**src/rtl/control_unit_pkg.sv**
```systemverilog
// Shared symbols for the 8-bit core sequencer: FSM state encodings,
// instruction class codes and SYS sub-opcodes.
package control_unit_pkg;

    typedef enum logic [2:0] {
        S_IDLE   = 3'd0,
        S_FETCH  = 3'd1,
        S_DECODE = 3'd2,
        S_EXEC   = 3'd3,
        S_WAIT   = 3'd4,
        S_WB     = 3'd5,
        S_HALT   = 3'd6
    } state_t;

    typedef enum logic [1:0] {
        CL_ALU = 2'b00,
        CL_IN  = 2'b01,
        CL_OUT = 2'b10,
        CL_SYS = 2'b11
    } cls_t;

    localparam logic [2:0] SYS_NOP  = 3'b000;
    localparam logic [2:0] SYS_HALT = 3'b001;
    localparam logic [2:0] SYS_JMP  = 3'b010;

    function automatic cls_t ir_class(input logic [7:0] instr);
        return cls_t'(instr[7:6]);
    endfunction

endpackage

```
**src/rtl/control_unit.sv**
```systemverilog
// Multi-cycle sequencer: fetches into ir, steps ALU / IO / writeback
// from decoded fields, and owns the program counter.
module control_unit
    import control_unit_pkg::*;
#(
    parameter int PC_W = 8
) (
    input  logic            clk,
    input  logic            rst,
    input  logic            run,
    output logic            imem_req,
    output logic [PC_W-1:0] imem_addr,
    input  logic            imem_valid,
    input  logic [7:0]      imem_data,
    output logic [7:0]      ir,
    input  logic [2:0]      dec_operand_1,
    input  logic [2:0]      dec_operand_2,
    output logic            alu_start,
    input  logic            alu_done,
    output logic            in_req,
    input  logic            in_valid,
    output logic            out_we,
    input  logic            out_ready,
    output logic [2:0]      reg_raddr,
    input  logic [PC_W-1:0] reg_rdata,
    output logic            reg_we,
    output logic [2:0]      reg_waddr,
    output logic            wb_sel,
    output logic            busy,
    output logic            halted
);

    state_t          state;
    state_t          state_nxt;
    logic [PC_W-1:0] pc;
    cls_t            cls;
    logic            is_jmp;
    logic            is_halt;
    logic            fetch_done;

    assign cls        = ir_class(ir);
    assign is_jmp     = (cls == CL_SYS) && (dec_operand_1 == SYS_JMP);
    assign is_halt    = (cls == CL_SYS) && (dec_operand_1 == SYS_HALT);
    assign fetch_done = (state == S_FETCH) && imem_valid;
    assign imem_addr  = pc;

    always_ff @(posedge clk or posedge rst) begin
        if (rst) begin
            state <= S_IDLE;
        end else begin
            state <= state_nxt;
        end
    end

    // ir loads only on the FETCH->DECODE edge; JMP overrides the increment
    always_ff @(posedge clk or posedge rst) begin
        if (rst) begin
            pc <= '0;
            ir <= '0;
        end else begin
            if (fetch_done) begin
                pc <= pc + PC_W'(1);
                ir <= imem_data;
            end else if (state == S_EXEC && is_jmp) begin
                pc <= reg_rdata;
            end
        end
    end

    always_comb begin
        state_nxt = state;
        imem_req  = 1'b0;
        alu_start = 1'b0;
        in_req    = 1'b0;
        out_we    = 1'b0;
        reg_we    = 1'b0;
        reg_raddr = 3'd0;
        reg_waddr = 3'd0;
        wb_sel    = 1'b0;
        unique case (state)
            S_IDLE: begin
                if (run) state_nxt = S_FETCH;
            end
            S_FETCH: begin
                imem_req = 1'b1;
                if (imem_valid) state_nxt = S_DECODE;
            end
            S_DECODE: begin
                state_nxt = S_EXEC;
            end
            S_EXEC: begin
                unique case (cls)
                    CL_ALU: begin
                        alu_start = 1'b1;
                        state_nxt = S_WAIT;
                    end
                    CL_IN: begin
                        in_req    = 1'b1;
                        state_nxt = S_WAIT;
                    end
                    CL_OUT: begin
                        out_we    = 1'b1;
                        reg_raddr = dec_operand_2;
                        if (out_ready) state_nxt = S_FETCH;
                    end
                    CL_SYS: begin
                        if (is_jmp) reg_raddr = dec_operand_2;
                        state_nxt = is_halt ? S_HALT : S_FETCH;
                    end
                    default: state_nxt = S_FETCH;
                endcase
            end
            S_WAIT: begin
                // alu_done only matters here; IN keeps requesting until data
                if (cls == CL_IN) begin
                    in_req = 1'b1;
                    if (in_valid) state_nxt = S_WB;
                end else if (alu_done) begin
                    state_nxt = S_WB;
                end
            end
            S_WB: begin
                reg_we    = 1'b1;
                reg_waddr = dec_operand_1;
                wb_sel    = (cls == CL_IN);
                state_nxt = S_FETCH;
            end
            S_HALT: begin
                state_nxt = S_HALT;
            end
            default: state_nxt = S_IDLE;
        endcase
    end

    assign busy   = (state != S_IDLE) && (state != S_HALT);
    assign halted = (state == S_HALT);

endmodule

```
**config.mk**
```make
export PLATFORM = sky130hd
export DESIGN_NAME = control_unit
export DESIGN_NICKNAME = d
export VERILOG_FILES = /design/src/rtl/control_unit_pkg.sv /design/src/rtl/control_unit.sv
export SDC_FILE = /design/constraint.sdc
export NUM_CORES = 1
export LEC_CHECK = 0
export BUFFER_PORTS_ARGS = -buffer_cell sky130_fd_sc_hd__buf_2
export CORE_ASPECT_RATIO = 1.4
export CORE_MARGIN = 2
export CORE_UTILIZATION = 45
export CTS_CLUSTER_SIZE = 14
export DETAILED_ROUTE_END_ITERATION = 6
export HOLD_SLACK_MARGIN = 0.03
export PLACE_DENSITY = 0.89
export SLEW_MARGIN = 15
export SYNTH_ARGS = -nofsm -noshare
export SYNTH_HDL_FRONTEND = slang
export SYNTH_SLANG_ARGS = --single-unit
```
**constraint.sdc**
```tcl
create_clock -name clk -period 3.3 [get_ports clk]
set_clock_uncertainty 0.2 [all_clocks]
set_input_delay 0.33 -clock clk [delete_from_list [all_inputs] [get_ports clk]]
set_output_delay 0.33 -clock clk [all_outputs]
set_load 0.01 [all_outputs]
```
==> results by group <==
Clocking
  – Root Buffer: clkbuf_4
  – Clk_lat worst skew: 0.30 ns
  – CTS sink cnt: 19
  – PostCTS Resize Cnt: 0
  – Clk pin slew, worst setup/hold paths: 0.10 ns
  – Clock Path Buffers: 2
  – Post-CTS Setup Bufs: 0
  – Total CTS buffers: 3
  – CTS Hold Buffers Added: 6
  – CTS tree: built
  – H-tree levels: 1

Yosys
  – Synthesized area per cell: between 8 and 9 um2
  – Synth area leader: dfrtp_1
  – Yosys reg bits: 19
  – Post-synthesis net count: 159
  – Synth Area in Simple Gates: 37.8%
  – Area share of fa/ha/maj cells after synthesis: 1.10%
  – Post-synthesis mux area share: less than 1%
  – XOR/XNOR Fraction of Synth Area: 0.771%
  – Top-count cell post-synth: nand2_1
  – Gate Count Post-Synth: 129
  – Top post-synthesis cells by area: dfrtp_1 (42%), nand2_1 (11%), and2_1 (3.3%)
  – Synthesis Warnings: 0
  – Compound-Gate Fraction of Synth Area: 12.3%
  – Top_reg_cell synth: dfrtp_1
  – Cell variety after synth: 39
  – Cell Area, Synth: 1140 um2
  – Commonest cells post-synth: nand2_1 (33), dfrtp_1 (19), nor2_1 (8)
  – Share of Yosys cell area claimed by the top area cell type: 41.9%
  – Main combinational cell family by area after synthesis: simple AND/OR/NAND/NOR gates
  – Number of synthesized flops with an enable pin: 0
  – Post-synthesis async set-or-reset flop share: between 90% and 100%
  – Register area share after synthesis: 41.9%

Global route
  – GRT Overall Usage: 22.7%
  – Global-route wire length before repair: ~5000 um
  – Initial antenna violation count: 0
  – Vias in the first global route: 1,146
  – GRT Residual Overflow: 0
  – Largest net degree at the start of global routing: 20

Power and ir drop
  – Combinational power share: 47.4%
  – Final Power: 1.17 mW
  – Pwr dens: 770 nW/um2
  – Worst vdd ir: 0.541 mV
  – Switching share of power: 44.4%
  – Share of power burned in registers: 42.6%
  – Net Sw Power: 0.518 mW
  – Clock Power Share: about a tenth
  – P_int: 0.648 mW
  – Static leakage: 0.800 nW

Die
  – Die W: around 46 um
  – # rows: 21
  – Core ar.: 2390 um2
  – Starting Density: 47.5%
  – Ports: 59
  – Die area: 2950 um2
  – Height of the die: 63.5 um

Timing
  – Worst hold slack: 0.0300 ns
  – Final hold violation count: 0
  – RSZ-0062 raised after global routing: no
  – Fin crit period: around 2.1 ns
  – Final-report setup violation count: 0
  – TNS Setup: 0 ns
  – Crit share post-route: around 64%
  – Final Slew Violations: 0
  – Headroom to the max-slew limit: 52.3%
  – F_max: 0.473 GHz
  – Worst setup margin: 1.18 ns
  – Slew @ Worst Pin: between 0.7 and 0.8 ns

Outcome
  – Run status: completed

Placement
  – Dpl cell area: 1420 um2
  – Routability Congestion: between 0.8 and 0.9
  – DP HPWL: roughly 2200 um
  – Place WS: 1.34 ns
  – Cell Count Post-Placement: about 210
  – # port buffers: 58

Detailed routing
  – Via/cell ratio: roughly 5.3
  – Final antenna-violating net count: 0
  – Post-route DRC: 0
  – Aggregate routed wire length: 3010 um
  – Initial DRC Count: 34
  – Detailed Routing Iterations Pass 1: 4
  – Vias after detailed routing: 1,185
  – WL per Instance: 13.4 um

Critical path
  – Critical Path AT: 1.59 ns
  – CP endpoint kind: output pin
  – Type of the worst setup path: reg2out
  – Reg2reg path depth: 4
  – CP required: 2.77 ns
  – Crit Reg-Reg Startpoint: state[1]
  – FF-to-FF End: imem_addr[4]
  – R2R Setup Slk: approximately 1.3 ns
  – Critical Path Source Type: flip-flop
  – Max FO, Critical Path: 11

Worst hold path
  – Worst hold-check path type: in2reg
  – Hold path depth: 3
  – Hold path endpoint: ir[5]
  – Hold_sp: imem_data[5]

Cells and area
  – Post-route cell area: 1510 um2
  – Ant. Diodes: 0
  – Area growth, synth to finish: 33.3%
  – Utilization of the core after routing: a little over three fifths
  – Fin cells: 224
  – Nets: 221
  – Fraction of layout cells with a size suffix above 1: 35.3%

Job
  – Max-cap violations: 0
==> metal layers <==
layer	GRT usage, %	wire, um	vias to the layer above
met2	38.4	1630	50
met1	26.9	1140	560
met3	2.01	175	6
li1	-	-	569
met4	12.1	62	0
met5	0	0	-
==> worst max-delay path: stages (launching register included) <==
cell and delay (ns):
dfrtp_1 0.52, or2b_1 0.32, o21a_1 0.19, nor2_1 0.11, buf_2 0.15
==> worst max-delay path by stage <==
| stage | from | end | slack (ns) | cells after the start |
|---|---|---|---|---|
| CTS | state[2] | in_req | 1.19 | 4 |
| global placement | state[1] | imem_addr[5] | 1.44 | 4 |
| global route | state[1] | reg_raddr[1] | 1.12 | 4 |
| detailed placement | state[2] | imem_addr[4] | 1.34 | 4 |
| finish | state[0] | in_req | 1.18 | 4 |
| floorplan | state[2] | imem_addr[4] | 1.45 | 6 |
==> power groups by stage <==
stage | clock network, mW | logic, mW | registers (mW)
3_5_place_dp | 0 | 0.546 | 0.497
5_1_grt | 0.130 | 0.613 | 0.514
2_1_floorplan | 0 | 0.381 | 0.469
6_report | 0.117 | 0.553 | 0.497
4_1_cts | 0.117 | 0.554 | 0.492
3_3_place_gp | 0 | 0.527 | 0.481
==> layout by cell type, fill, tap and decap left out, types with 3 or more instances in the layout <==
master	count
dlygate4sd3_1	7
nand2_1	33
nand4_1	3
clkbuf_4	3
nor3_1	3
and2_1	6
a21oi_1	5
dfrtp_1	19
buf_2	58
nand2b_1	4
nor2_1	8
and3_1	3
nand3_1	6
==> cell type report <==
type | instances | area [um2]
Tap cell | 34 | 42.5
Fill cell | 204 | 877
Multi-Input combinational cell | 100 | 602
Inverter | 2 | 7.51
Timing Repair Buffer | 65 | 360
Clock buffer | 4 | 26.3
Sequential cell | 19 | 475
==> flip-flops by register name (all words and copies together) (netlist names) <==
name       cells
ir             8
state          3
imem_addr      8
==> kinds of logic after synthesis <==
family                     after synthesis
AOI/OAI and AO/OA                       20
muxes                                    1
buffers and inverters                   10
xor gates and xnor gates                 1
and+or+nand+nor                         77
adders and majority gates                1
DFF                                     19
No activity file was read; power rests on OpenSTA's default activity.
